===== src/rtl/bsg_test_node_trace_master.sv =====
// -----------------------------------------------------------------------------
// bsg_test_node_trace_master
//
// Trace-driven master node on the FSB ring. Steps through an external trace
// ROM one entry per cycle at most:
//   DONE : finish the trace.
//   SEND : offer the payload to the client, with destid forced to dest_id_p.
//   RECV : accept one packet from the client and compare it (destid excluded).
//   WAIT : stall until every SEND has been answered by a RECV.
// An entry that is not DONE at the last ROM address ends the trace with
// error_o set. pc never wraps.
//
// Ports:
//   clk_i, reset_i      clock, synchronous active-high reset
//   en_i                start enable, sampled only in IDLE
//   v_i/data_i/ready_o  ring input from the client (valid/ready)
//   v_o/data_o/yumi_i   ring output to the client (valid/yumi)
//   rom_addr_o          trace pointer (pc)
//   rom_data_i          trace entry {op[1:0], payload}, combinational on pc
//   done_o              trace finished
//   error_o             sticky: mismatch seen or ROM overrun
//   error_cnt_o         saturating count of RECV mismatches
// -----------------------------------------------------------------------------
module bsg_test_node_trace_master #(
  parameter int          ring_width_p      = 80,
  parameter logic [3:0]  dest_id_p         = 4'h0,
  parameter int          rom_addr_width_p  = 10,
  parameter int          max_outstanding_p = 8,
  parameter int          err_cnt_width_p   = 16
) (
  input  logic                        clk_i,
  input  logic                        reset_i,
  input  logic                        en_i,
  input  logic                        v_i,
  input  logic [ring_width_p-1:0]     data_i,
  output logic                        ready_o,
  output logic                        v_o,
  output logic [ring_width_p-1:0]     data_o,
  input  logic                        yumi_i,
  output logic [rom_addr_width_p-1:0] rom_addr_o,
  input  logic [ring_width_p+1:0]     rom_data_i,
  output logic                        done_o,
  output logic                        error_o,
  output logic [err_cnt_width_p-1:0]  error_cnt_o
);

  localparam int out_width_lp = $clog2(max_outstanding_p + 1);
  localparam int cmp_width_lp = ring_width_p - 4;
  localparam logic [out_width_lp-1:0] max_out_lp = out_width_lp'(max_outstanding_p);

  typedef enum logic [1:0] {ST_IDLE, ST_EXEC, ST_DONE} state_e;
  typedef enum logic [1:0] {
    OP_DONE = 2'b00,
    OP_SEND = 2'b01,
    OP_RECV = 2'b10,
    OP_WAIT = 2'b11
  } op_e;

  state_e                      r_state;
  state_e                      w_state_next;
  logic [rom_addr_width_p-1:0] r_pc;
  logic [out_width_lp-1:0]     r_outstanding;
  logic [err_cnt_width_p-1:0]  r_err_cnt;
  logic                        r_error;

  op_e                         w_op;
  logic [ring_width_p-1:0]     w_payload;
  logic                        w_exec;
  logic                        w_send_fire;
  logic                        w_recv_fire;
  logic                        w_wait_fire;
  logic                        w_retire;
  logic                        w_last;
  logic                        w_mismatch;
  logic                        w_unused;

  assign w_op      = op_e'(rom_data_i[ring_width_p+1:ring_width_p]);
  assign w_payload = rom_data_i[ring_width_p-1:0];
  assign w_exec    = (r_state == ST_EXEC);
  assign w_last    = (r_pc == '1);

  // Handshake outputs are gated by reset_i so an offer is withdrawn in the
  // reset cycle itself, not one cycle later. v_o never looks at yumi_i.
  assign v_o     = !reset_i && w_exec && (w_op == OP_SEND) && (r_outstanding < max_out_lp);
  assign ready_o = !reset_i && w_exec && (w_op == OP_RECV);
  assign data_o  = {dest_id_p, w_payload[cmp_width_lp-1:0]};

  assign w_send_fire = v_o && yumi_i;
  assign w_recv_fire = ready_o && v_i;
  assign w_wait_fire = w_exec && (w_op == OP_WAIT) && (r_outstanding == '0);
  assign w_retire    = w_send_fire || w_recv_fire || w_wait_fire;

  // Destid bits never take part in the compare.
  assign w_mismatch = (data_i[cmp_width_lp-1:0] != w_payload[cmp_width_lp-1:0]);
  assign w_unused   = ^{data_i[ring_width_p-1 -: 4], w_payload[ring_width_p-1 -: 4]};

  assign rom_addr_o  = r_pc;
  assign done_o      = (r_state == ST_DONE);
  assign error_o     = r_error;
  assign error_cnt_o = r_err_cnt;

  // NOTE: sequential state uses non-blocking (<=) so every register samples
  // pre-edge values; blocking here would create order-dependent races.
  always_ff @(posedge clk_i) begin
    if (reset_i) r_state <= ST_IDLE;
    else         r_state <= w_state_next;
  end

  // NOTE: the next-state default is assigned first so no path leaves
  // w_state_next unassigned, which would infer a latch.
  always_comb begin
    w_state_next = r_state;
    case (r_state)
      ST_IDLE: if (en_i) w_state_next = ST_EXEC;
      ST_EXEC: begin
        if (w_op == OP_DONE)        w_state_next = ST_DONE;
        else if (w_retire && w_last) w_state_next = ST_DONE;  // ROM overrun
      end
      ST_DONE: w_state_next = ST_DONE;
      default: w_state_next = ST_IDLE;
    endcase
  end

  always_ff @(posedge clk_i) begin
    if (reset_i) begin
      r_pc          <= '0;
      r_outstanding <= '0;
      r_err_cnt     <= '0;
      r_error       <= 1'b0;
    end else begin
      // The last entry still completes, but pc holds instead of wrapping.
      if (w_retire && !w_last) r_pc <= r_pc + rom_addr_width_p'(1);
      if (w_retire && w_last)  r_error <= 1'b1;

      // Only one op runs per cycle, so increment and decrement never collide.
      if (w_send_fire)
        r_outstanding <= r_outstanding + out_width_lp'(1);
      else if (w_recv_fire && (r_outstanding != '0))
        r_outstanding <= r_outstanding - out_width_lp'(1);

      if (w_recv_fire && w_mismatch) begin
        r_error <= 1'b1;
        if (r_err_cnt != '1) r_err_cnt <= r_err_cnt + err_cnt_width_p'(1);
      end
    end
  end

endmodule


===== config.mk =====
export PLATFORM = sky130hd
export DESIGN_NAME = bsg_test_node_trace_master
export DESIGN_NICKNAME = d
export VERILOG_FILES = /design/src/rtl/bsg_test_node_trace_master.sv
export SDC_FILE = /design/constraint.sdc
export NUM_CORES = 1
export LEC_CHECK = 0
export ABC_CLOCK_PERIOD_IN_PS = 4400
export BUFFER_PORTS_ARGS = -buffer_cell sky130_fd_sc_hd__buf_2
export CAP_MARGIN = 10
export CORE_AREA = 2 2 109 111
export CTS_CLUSTER_DIAMETER = 30
export DETAILED_ROUTE_END_ITERATION = 16
export DIE_AREA = 0 0 111 113
export GPL_TIMING_DRIVEN = 0
export MAX_ROUTING_LAYER = met4
export SETUP_SLACK_MARGIN = 0.15
export SLEW_MARGIN = 40
export SYNTH_ARGS = -nofsm -noshare
export SYNTH_HDL_FRONTEND = slang
export SYNTH_SLANG_ARGS = --single-unit
export TNS_END_PERCENT = 20

===== constraint.sdc =====
create_clock -name clk_i -period 4.4 [get_ports clk_i]
set_input_delay 0.66 -clock clk_i [delete_from_list [all_inputs] [get_ports clk_i]]
set_output_delay 0.66 -clock clk_i [all_outputs]
set_load 0.02 [all_outputs]

# After elaboration in Yosys (flattened, before gate mapping)

Cells that the tools add are included.

Register bits after elaboration: 33
Latch bits: 0
RAM bits: 0
ROM bits: 0
Input bits: 167
Output and inout bits: 110
Word-level logic and storage cells: 52
Memories kept: 0

$add $sub $neg: 4
$mul: 0
Divide/modulo/power cells: 0
$lt $le $gt $ge: 1
Equality and inequality tests: 10
Shift-type cells: 0
Multiplexer cells: 8
Bitwise logic cells: 0
Reduce and logical (&&, ||, !) cells: 24

Operators with widths:

| operator                                              | number |
|---|---|
| inequality test 76 bit                                | 1 |
| adder 16 x 1 -> 16 bit, second input constant         | 1 |
| inequality test 16 bit, second input constant         | 1 |
| logical AND 1 bit                                     | 12 |
| adder 10 x 1 -> 10 bit, second input constant         | 1 |
| == test 10 bit, second input constant                 | 1 |
| 2-to-1 mux 4 bit                                      | 2 |
| == test 2 bit, second input constant                  | 3 |
| 2-to-1 mux 2 bit                                      | 3 |
| case mux 2 bit (3 select lines)                       | 1 |
| adder 4 x 1 -> 4 bit, second input constant           | 1 |
| == test 2 x 1 -> 1 bit, second input constant         | 2 |
| logical NOT 2 bit                                     | 2 |
| logical NOT 4 bit                                     | 1 |
| < comparator 4 bit, second input constant             | 1 |
| AND reduction 2 bit                                   | 2 |
| nonzero test 2 bit                                    | 2 |
| nonzero test 4 bit                                    | 1 |
| subtractor 4 x 1 -> 4 bit, second input constant      | 1 |
| inequality test 3 x 1 -> 1 bit, second input constant | 1 |
| logical NOT 1 bit                                     | 2 |
| logical OR 1 bit                                      | 2 |
| 2-to-1 mux 1 bit                                      | 2 |
| inequality test 2 bit, second input constant          | 1 |

# Logic depth before layout (Yosys ltp)

Gate-level depths: netlist of run 1.

Depth in word-level cells: 11
Mapped depth: 10
Mapped depth without buffers: 9

# Worst setup path before layout of run 1

Ideal clock, no wire load.

Path kind: input to register
Start: input reset_i
End: register r_pc[5] (netlist: rom_addr_o[5])
Library setup time: 0.070 ns
Arrival time: 2.229 ns
Data required time: 4.330 ns
Setup slack: 2.102 ns
Cell stages on the path: 7
Buffers on the path: 1
Path through: buf_6 -> and4bb_1 -> nand2_2 -> a32oi_4 -> nand4_4 -> or3_1 -> a21oi_1

Elaborated cells on any way between the ends: 10
Classes of those cells: reduce/logical (10)

RTL lines:

| what                           | RTL line | RTL |
|---|---|---|
| start, declared                | 32       | `input logic reset_i,` |
| logical NOT 1 bit              | 85       | `assign ready_o = !reset_i && w_exec && (w_op == OP_RECV);` |
| logical AND 1 bit (2 in a row) | 85       |  |
| via ready_o                    | 36       | `output logic ready_o,` |
| logical AND 1 bit              | 89       | `assign w_recv_fire = ready_o && v_i;` |
| logical OR 1 bit (2 in a row)  | 91       | `assign w_retire = w_send_fire \|\| w_recv_fire \|\| w_wait_fire;` |
| logical AND 1 bit              | 132      | `if (w_retire && !w_last) r_pc <= r_pc + rom_addr_width_p'(1);` |
| end signal, assigned           | 132      |  |
| end, declared                  | 61       | `logic [rom_addr_width_p-1:0] r_pc;` |

The timed path passes the listed nets, and every way through them passes these cells.
A chain may end at the register's enable or synchronous reset.

# Worst setup path after layout of run 1

Start: input rom_data_i[4]
End: register r_err_cnt[1] (netlist: error_cnt_o[1])

Cells in the longest elaborated chain, start to end: 3

RTL lines:

| what                                 | RTL line | RTL |
|---|---|---|
| start, declared                      | 41       | `input logic [ring_width_p+1:0] rom_data_i,` |
| inequality test 76 bit               | 94       | `assign w_mismatch = (data_i[cmp_width_lp-1:0] != w_payload[cmp_width_lp-1:0]);` |
| logical AND 1 bit                    | 141      | `if (w_recv_fire && w_mismatch) begin` |
| AND reduction 2 bit (no source line) | n/a      |  |
| end signal, assigned                 | 143      | `if (r_err_cnt != '1) r_err_cnt <= r_err_cnt + err_cnt_width_p'(1);` |
| end, declared                        | 63       | `logic [err_cnt_width_p-1:0] r_err_cnt;` |

No other way between the ends.

==> summary.txt, run 1 <==
Status
  – Run status: complete, no violations

CTS
  – Clock root buffer: sky130_fd_sc_hd__clkbuf_16
  – Maximum level of the CTS H-tree: 2
  – Number of sinks handled by clock tree synthesis: 33
  – Clock tree from TritonCTS: yes
  – Cts-stage hold buffer count: 0
  – Buffer levels on the longest clock path: 2
  – Clock insertion delay at the later pin of the skew report: 280 ps
  – Register clock-pin slew on the reported worst setup and hold paths: 50 ps
  – Post-CTS setup-driven buffer insertion count: 0
  – CTS resizes: 0
  – Total CTS buffers: 5

Finish
  – Post-layout nets: 829
  – Layout fillers: 1,179
  – Share of layout cells above drive strength 1: 0.5634
  – Util after Layout: 0.4382
  – Layout-stage area growth over the synthesis result: 51.26%

Synthesis
  – Post-synthesis cell count: 381
  – Number of distinct library cell variants in the gate-level netlist after synthesis: 54
  – Fraction of registers with async set/reset: 0
  – Count of flip-flops with a built-in enable after synthesis: 0
  – Sequential-to-total area share from yosys stat: 0.2023
  – Mean cell area of the mapped netlist: 8.571 um^2
  – Synthesized flop and latch total: 33
  – Number of warnings printed during yosys synthesis: 0
  – Total standard cell area after synthesis: 3266 um^2
  – Top FF cell, synth: sky130_fd_sc_hd__dfxtp_1

STA
  – Setup ws final: 1940 ps
  – Crit path time final: 2460 ps
  – Setup TNS after final layout: 0 ps
  – Actual transition at the worst max-transition pin: 502.4 ps
  – Number of setup violations in the final report: 0
  – Tcrit/Tclk final: 0.5590
  – Setup skew after layout: 2.273 ps
  – Max frequency: 406.6 MHz
  – Worst max-slew margin expressed relative to the limit: 0.6651
  – Final Hold Viols: 0
  – Unrepaired setup endpoints after global routing: false
  – Final max-slew violation count: 0

Route
  – Pre-Repair DR Iteration Count: 4
  – Via density: 4.475
  – Starting DRC count in detailed routing: 135
  – Routed wire per std cell: 14.38 um
  – Final antenna-violating net count: 0
  – Final routed DRC violation total: 0
  – Number of vias after detailed routing: 3,589
  – Final routed wirelength across all metal layers: 11,540 um

Die
  – Effective utilization at floorplan: 0.2897
  – Floorplan Core Area: 11,270 um^2
  – # rows: 39
  – I/O pin cnt: 277
  – Die Height: 113 um
  – Die boundary width: 111 um
  – Total die area: 12,540 um^2

Min path
  – Endpoint of the worst hold path: error_cnt_o[8]$_SDFFE_PP0P_
  – Hold_sp: error_cnt_o[8]$_SDFFE_PP0P_
  – Type of the worst min-delay path: flip-flop to flip-flop
  – Cell depth of the worst hold path: 2

Critical path
  – Data required time of the worst path: 4570 ps
  – Worst Path Arrival: 2630 ps
  – Sort of element at the end of the critical path: flip-flop
  – Startpoint-to-endpoint class of the critical path: input port to flip-flop
  – Worst reg-to-reg path cell count: 8
  – Worst reg2reg path startpoint: r_state[1]$_SDFFE_PP0P_
  – R2R Setup Slk: 2250 ps
  – Reg-to-Reg End: r_state[1]$_SDFFE_PP0P_
  – Largest driver fanout on the critical path: 10
  – Critical path startpoint category: input port

Global route
  – Number of global-route vias before repair: 3,532
  – Total routing usage reported by global routing: 0.1789
  – First-pass GRT wire length: 17,770 um
  – Largest net degree at the start of global routing: 11
  – Antenna violations before repair: 2
  – Overflow left after global routing: 0

Power
  – Power Density: 213.9 nW/um^2
  – Total chip power: 1.056 mW
  – LEAKAGE: 2.382 nW
  – Maximum vdd ir drop: 0.2213 mV

Placement
  – Port-buffer cells: 263
  – Half-perimeter wire length of the detailed placement result: 10,050 um
  – Final Wtd Congestion: 0.9389
  – Worst slack, placed: 1565 ps

Run
  – Max-cap violations: 0
## sequential cells by signal (all words and copies together), names as in the netlist
signal,cells
error_cnt_o,16
r_outstanding,4
r_state,2
rom_addr_o,10
error_o,1
## critical path: stages
cell and delay, ps:
sky130_fd_sc_hd__buf_2 110, sky130_fd_sc_hd__xnor2_1 180, sky130_fd_sc_hd__nand4_1 110, sky130_fd_sc_hd__nor4_1 340, sky130_fd_sc_hd__nand3_1 220, sky130_fd_sc_hd__o21ai_2 380, sky130_fd_sc_hd__buf_4 250, sky130_fd_sc_hd__nor2_1 70
sky130_fd_sc_hd__mux2_1 310
## how the worst max path moves through the flow
stage	from	endpoint	depth (start not counted)
detailed placement	rom_data_i[31]	error_cnt_o[1]$_SDFFE_PP0P_	9
global route	rom_data_i[4]	error_cnt_o[0]$_SDFFE_PP0P_	10
floorplan	reset_i	rom_addr_o[5]$_SDFFE_PP0P_	7
global placement	rom_data_i[29]	error_cnt_o[1]$_SDFFE_PP0P_	9
finish	rom_data_i[4]	error_cnt_o[1]$_SDFFE_PP0P_	9
CTS	rom_data_i[31]	error_cnt_o[1]$_SDFFE_PP0P_	9
## cells in the mapped netlist (all sizes together) (2+ instances only)
| library cell | n | area share |
|---|---|---|
| nor2 | 20 | 0.023 |
| mux2i | 3 | 0.0092 |
| nand4 | 27 | 0.063 |
| nor4 | 6 | 0.016 |
| xor2 | 3 | 0.0080 |
| mux2 | 4 | 0.015 |
| dfxtp | 33 | 0.20 |
| ha | 7 | 0.027 |
| a211oi | 2 | 0.0046 |
| or3 | 5 | 0.0096 |
| and4 | 3 | 0.0088 |
| o31ai | 7 | 0.016 |
| nand3 | 6 | 0.0092 |
| nor2b | 4 | 0.0077 |
| a21oi | 16 | 0.025 |
| buf | 83 | 0.19 |
| inv | 7 | 0.0080 |
| clkbuf | 3 | 0.0065 |
| and3 | 5 | 0.010 |
| xnor2 | 82 | 0.22 |
| o21ai | 10 | 0.016 |
| nor3 | 5 | 0.014 |
| nand2 | 16 | 0.019 |
| nor3b | 3 | 0.0084 |
| or4 | 6 | 0.014 |
## layout by cell type, fill, tap and decap left out, types with 3 or more instances in the layout
cell type                   count
sky130_fd_sc_hd__inv_1          7
sky130_fd_sc_hd__nand2_1       15
sky130_fd_sc_hd__o21ai_0        7
sky130_fd_sc_hd__a21oi_1       16
sky130_fd_sc_hd__nor2b_1        4
sky130_fd_sc_hd__dfxtp_1       33
sky130_fd_sc_hd__buf_2        263
sky130_fd_sc_hd__or4_1          6
sky130_fd_sc_hd__nor4_1         5
sky130_fd_sc_hd__nand3_1        6
sky130_fd_sc_hd__nor2_1        20
sky130_fd_sc_hd__clkbuf_8       3
sky130_fd_sc_hd__or3_1          5
sky130_fd_sc_hd__clkbuf_16      5
sky130_fd_sc_hd__mux2i_1        3
sky130_fd_sc_hd__mux2_1         3
sky130_fd_sc_hd__conb_1         4
sky130_fd_sc_hd__ha_1           7
sky130_fd_sc_hd__nand4_1       24
sky130_fd_sc_hd__and3_1         4
sky130_fd_sc_hd__diode_2        4
sky130_fd_sc_hd__buf_4         81
sky130_fd_sc_hd__xor2_1         3
sky130_fd_sc_hd__o31ai_1        7
sky130_fd_sc_hd__xnor2_1       82
## routing by layer
layer | vias to the layer above | GRT usage | wire length, um
li1 | 1797 | - | -
met5 | - | - | 0
met1 | 1625 | 0.2156 | 4769
met3 | 17 | 0.02946 | 705
met2 | 150 | 0.3080 | 5848
met4 | 0 | 0.05500 | 211
## cell families after synthesis
family | after synthesis | share of synthesized area
buf+inv | 94 | 0.2088
xor+xnor | 85 | 0.2280
compound gates | 43 | 0.08851
mux | 7 | 0.02414
simple gates | 110 | 0.2142
flops | 33 | 0.2023
other cells | 1 | 0.001148
fa+ha+maj | 8 | 0.03295
## layout make-up
type	count	area [um^2]	area share
Multi-Input combinational cell	257	1934	0.3916
Timing Repair Buffer	263	1316	0.2665
Sequential cell	33	660.6	0.1337
Buffer	86	651.9	0.1320
Tap cell	143	178.9	0.03622
Clock buffer	7	152.6	0.03090
Inverter	8	30.03	0.006079
Antenna cell	4	10.01	0.002026
Clock inverter	1	5.005	0.001013
## per-stage QoR
| stage | hold slack [ps] | instances | instance area, um^2 |
|---|---|---|---|
| 3_3_place_gp | 484.8 | 790 | 4772 |
| 5_1_grt | 513.9 | 801 | 4937 |
| 4_1_cts | 500.9 | 798 | 4930 |
| 2_1_floorplan | 490.5 | 384 | 3277 |
| 3_5_place_dp | 493.5 | 790 | 4772 |
| 6_report | 510.0 | 802 | 4940 |
## report_power, final
| group | total [mW] | leakage, nW | internal [mW] | switching, mW |
|---|---|---|---|---|
| clock network | 0.369 | 0.0799 | 0.239 | 0.130 |
| logic | 0.374 | 2.04 | 0.193 | 0.181 |
| registers | 0.313 | 0.266 | 0.306 | 0.00725 |
Note: power is estimated with default switching activity, not from simulation.
==> inputs of run 2 (changes only) <==
--- a/config.mk
+++ b/config.mk
@@ -5,15 +5,16 @@
 export SDC_FILE = /design/constraint.sdc
 export NUM_CORES = 1
 export LEC_CHECK = 0
-export ABC_CLOCK_PERIOD_IN_PS = 4400
+export ABC_CLOCK_PERIOD_IN_PS = 2500
 export BUFFER_PORTS_ARGS = -buffer_cell sky130_fd_sc_hd__buf_2
 export CAP_MARGIN = 10
-export CORE_AREA = 2 2 109 111
+export CORE_AREA = 2 2 106 108
 export CTS_CLUSTER_DIAMETER = 30
 export DETAILED_ROUTE_END_ITERATION = 16
-export DIE_AREA = 0 0 111 113
+export DIE_AREA = 0 0 108 110
 export GPL_TIMING_DRIVEN = 0
 export MAX_ROUTING_LAYER = met4
+export PLACE_DENSITY = 0.66
 export SETUP_SLACK_MARGIN = 0.15
 export SLEW_MARGIN = 40
 export SYNTH_ARGS = -nofsm -noshare
==> constraint.sdc (replaced) <==
create_clock -name clk_i -period 2.5 [get_ports clk_i]
set_input_delay 0.375 -clock clk_i [delete_from_list [all_inputs] [get_ports clk_i]]
set_output_delay 0.375 -clock clk_i [all_outputs]
set_load 0.02 [all_outputs]
==> summary.txt, run 2 (synthesized netlist as in run 1, its figures left out) <==
Die
  – # rows: 38 (-2.6%)
  – Total die area: 11,880 um^2 (-5.3%)
  – I/O pin cnt: 277 (unchanged)
  – Effective utilization at floorplan: 0.3053 (+0.01555)
  – Die boundary width: 108 um (-2.7%)
  – Floorplan Core Area: 10,700 um^2 (-5.1%)
  – Die Height: 110 um (-2.7%)

STA
  – Actual transition at the worst max-transition pin: 505.1 ps (+2.663 ps)
  – Final Hold Viols: 0 (unchanged)
  – Final max-slew violation count: 0 (unchanged)
  – Number of setup violations in the final report: 0 (unchanged)
  – Crit path time final: 2164 ps
  – Worst max-slew margin expressed relative to the limit: 0.6633 (-0.001776)
  – Max frequency: 462.1 MHz
  – Setup skew after layout: 3.885 ps (+1.612 ps)
  – Tcrit/Tclk final: 0.8655
  – Unrepaired setup endpoints after global routing: true

Placement
  – Post-placement cell count: 787 (-0.38%)
  – Total cell area at the placement stage: 4768 um^2 (about the same)
  – Half-perimeter wire length of the detailed placement result: 10,030 um (-0.14%)
  – Port-buffer cells: 263 (unchanged)
  – Final Wtd Congestion: 0.9107 (-3.0%)

Status
  – Run status: complete, no violations

CTS
  – Buffer levels on the longest clock path: 2 (unchanged)
  – Maximum level of the CTS H-tree: 2 (unchanged)
  – Number of sinks handled by clock tree synthesis: 33 (unchanged)
  – Cts-stage hold buffer count: 0 (unchanged)
  – Clock insertion delay at the later pin of the skew report: 290 ps (about the same)
  – Total CTS buffers: 5 (unchanged)
  – Clock root buffer: sky130_fd_sc_hd__clkbuf_8
  – Register clock-pin slew on the reported worst setup and hold paths: 70 ps (+20 ps)
  – Clock tree from TritonCTS: yes

Finish
  – Commonest non-fill, non-tap cell in the layout: sky130_fd_sc_hd__buf_2
  – Share of layout cells above drive strength 1: 0.5610 (-0.002383)
  – Layout-stage area growth over the synthesis result: 49.43%
  – Flip-flop count of the largest register, all copies and words added: 16 (unchanged)
  – Post-layout nets: 830 (+0.12%)
  – Post-Layout Inst Area: 4880 um^2 (-1.2%)
  – Layout fillers: 1,095 (-7.1%)
  – Layout Cells excl Fill: 800 (-0.25%)
  – Leading cell types in the layout, fill and taps excluded: 263 x sky130_fd_sc_hd__buf_2, 82 x sky130_fd_sc_hd__xnor2_1, 82 x sky130_fd_sc_hd__buf_4, 33 x sky130_fd_sc_hd__dfxtp_1, 24 x sky130_fd_sc_hd__nand4_1

Global route
  – First-pass GRT wire length: 16,550 um (-6.9%)
  – Total routing usage reported by global routing: 0.1807 (+0.001804)
  – Antenna violations before repair: 4 (+2)
  – Number of global-route vias before repair: 3,408 (-3.5%)
  – Overflow left after global routing: 0 (unchanged)
  – Largest net degree at the start of global routing: 11 (unchanged)

Critical path
  – Critical path startpoint category: input port
  – Worst Path Arrival: 2340 ps (-290 ps)
  – Largest driver fanout on the critical path: 3 (-7)
  – Stage delay of the slowest cell on the critical path: 310 ps (-70 ps)
  – Data required time of the worst path: 2680 ps (-1890 ps)
  – Sort of element at the end of the critical path: flip-flop
  – Startpoint-to-endpoint class of the critical path: input port to flip-flop
  – Cells along the critical path: buf_2 -> xnor2_1 -> nand4_1 -> nor4_1 -> nand3_1 -> buf_4 -> o2111a_1 -> and4_1 -> mux2_1
  – Critical-path cell with the highest stage delay: sky130_fd_sc_hd__nor4_1

Route
  – Final routed wirelength across all metal layers: 11,490 um (-0.42%)
  – Pre-Repair DR Iteration Count: 4 (unchanged)
  – Number of vias after detailed routing: 3,591 (+0.056%)
  – Routed wire per std cell: 14.36 um (-0.18%)
  – Final antenna-violating net count: 0 (unchanged)
  – Starting DRC count in detailed routing: 169 (+25%)
  – Final routed DRC violation total: 0 (unchanged)
  – Via density: 4.489 (+0.31%)

Min path
  – Type of the worst min-delay path: input port to flip-flop

Run
  – Max-cap violations: 0 (unchanged)

Power
  – Power Density: 328.2 nW/um^2 (+53%)
  – LEAKAGE: 2.347 nW (-1.5%)
  – Maximum vdd ir drop: 0.3712 mV (+68%)
run 2: layout make-up:
cell class	count	area, um^2	area share
timing repair buffer	264	1324	0.2713
multi-input combinational	257	1948	0.3992
inverter	8	30.03	0.006154
tap	140	175.2	0.03590
buffer	86	651.9	0.1336
sequential	33	660.6	0.1354
clock buffer	8	80.08	0.01641
antenna	4	10.01	0.002051
run 2: path summary, 6_finish.rpt:
check	start	endpoint	slack [ps]	cells past startpoint
worst max register to register	r_state[1]$_SDFFE_PP0P_	r_outstanding[3]$_SDFFE_PP0P_	360	9
worst max-delay path	rom_data_i[57]	error_cnt_o[11]$_SDFFE_PP0P_	340	9
worst min-delay path	en_i	r_state[0]$_SDFFE_PP0P_	410	3
worst min register to register	error_cnt_o[12]$_SDFFE_PP0P_	error_cnt_o[12]$_SDFFE_PP0P_	510	2
run 2: metrics by stage:
| step | TNS [ps] | total power [mW] | util | hold WS [ps] | worst slack [ps] |
|---|---|---|---|---|---|
| floorplan | 0 | 0.9564 | - | 490.5 | 441.9 |
| global placement | -22.06 | 1.211 | 0.4457 | 494.4 | -22.06 |
| detailed placement | -44.50 | 1.222 | 0.4457 | 501.2 | -39.51 |
| CTS | 0 | 1.619 | 0.4532 | 406.6 | 264.3 |
| global route | 0 | 1.694 | 0.4561 | 435.1 | 143.9 |
| finish | 0 | 1.602 | 0.4561 | 413.2 | 336.2 |
run 2: repair_timing:
item	in CTS	in global routing
setup endpoints to repair	0	9
resized for setup	0	2
hold endpoints to repair	0	0
setup buffers	0	1
run 2: critical path, delay by kind of cell:
kind | cells | cell delay [ps]
AND/OR/NAND/NOR | 4 | 880
buffers and inverters | 2 | 310
multiplexers | 1 | 300
AO/OA/AOI/OAI | 1 | 270
XOR/XNOR | 1 | 190
run 2: power by group:
group	switching [mW]	total, mW	leakage (nW)	internal (mW)
Sequential	0.0129	0.550	0.266	0.537
Clock	0.193	0.391	0.0395	0.198
Combinational	0.319	0.660	2.04	0.341
Total	0.526	1.60	2.35	1.08
run 2: per-layer routing:
layer,part of all wire,GRT usage,vias up
li1,-,-,1803
met1,0.40,0.2203,1641
met2,0.49,0.2884,133
met3,0.091,0.05056,14
met4,0.016,0.06227,0
met5,0,-,-
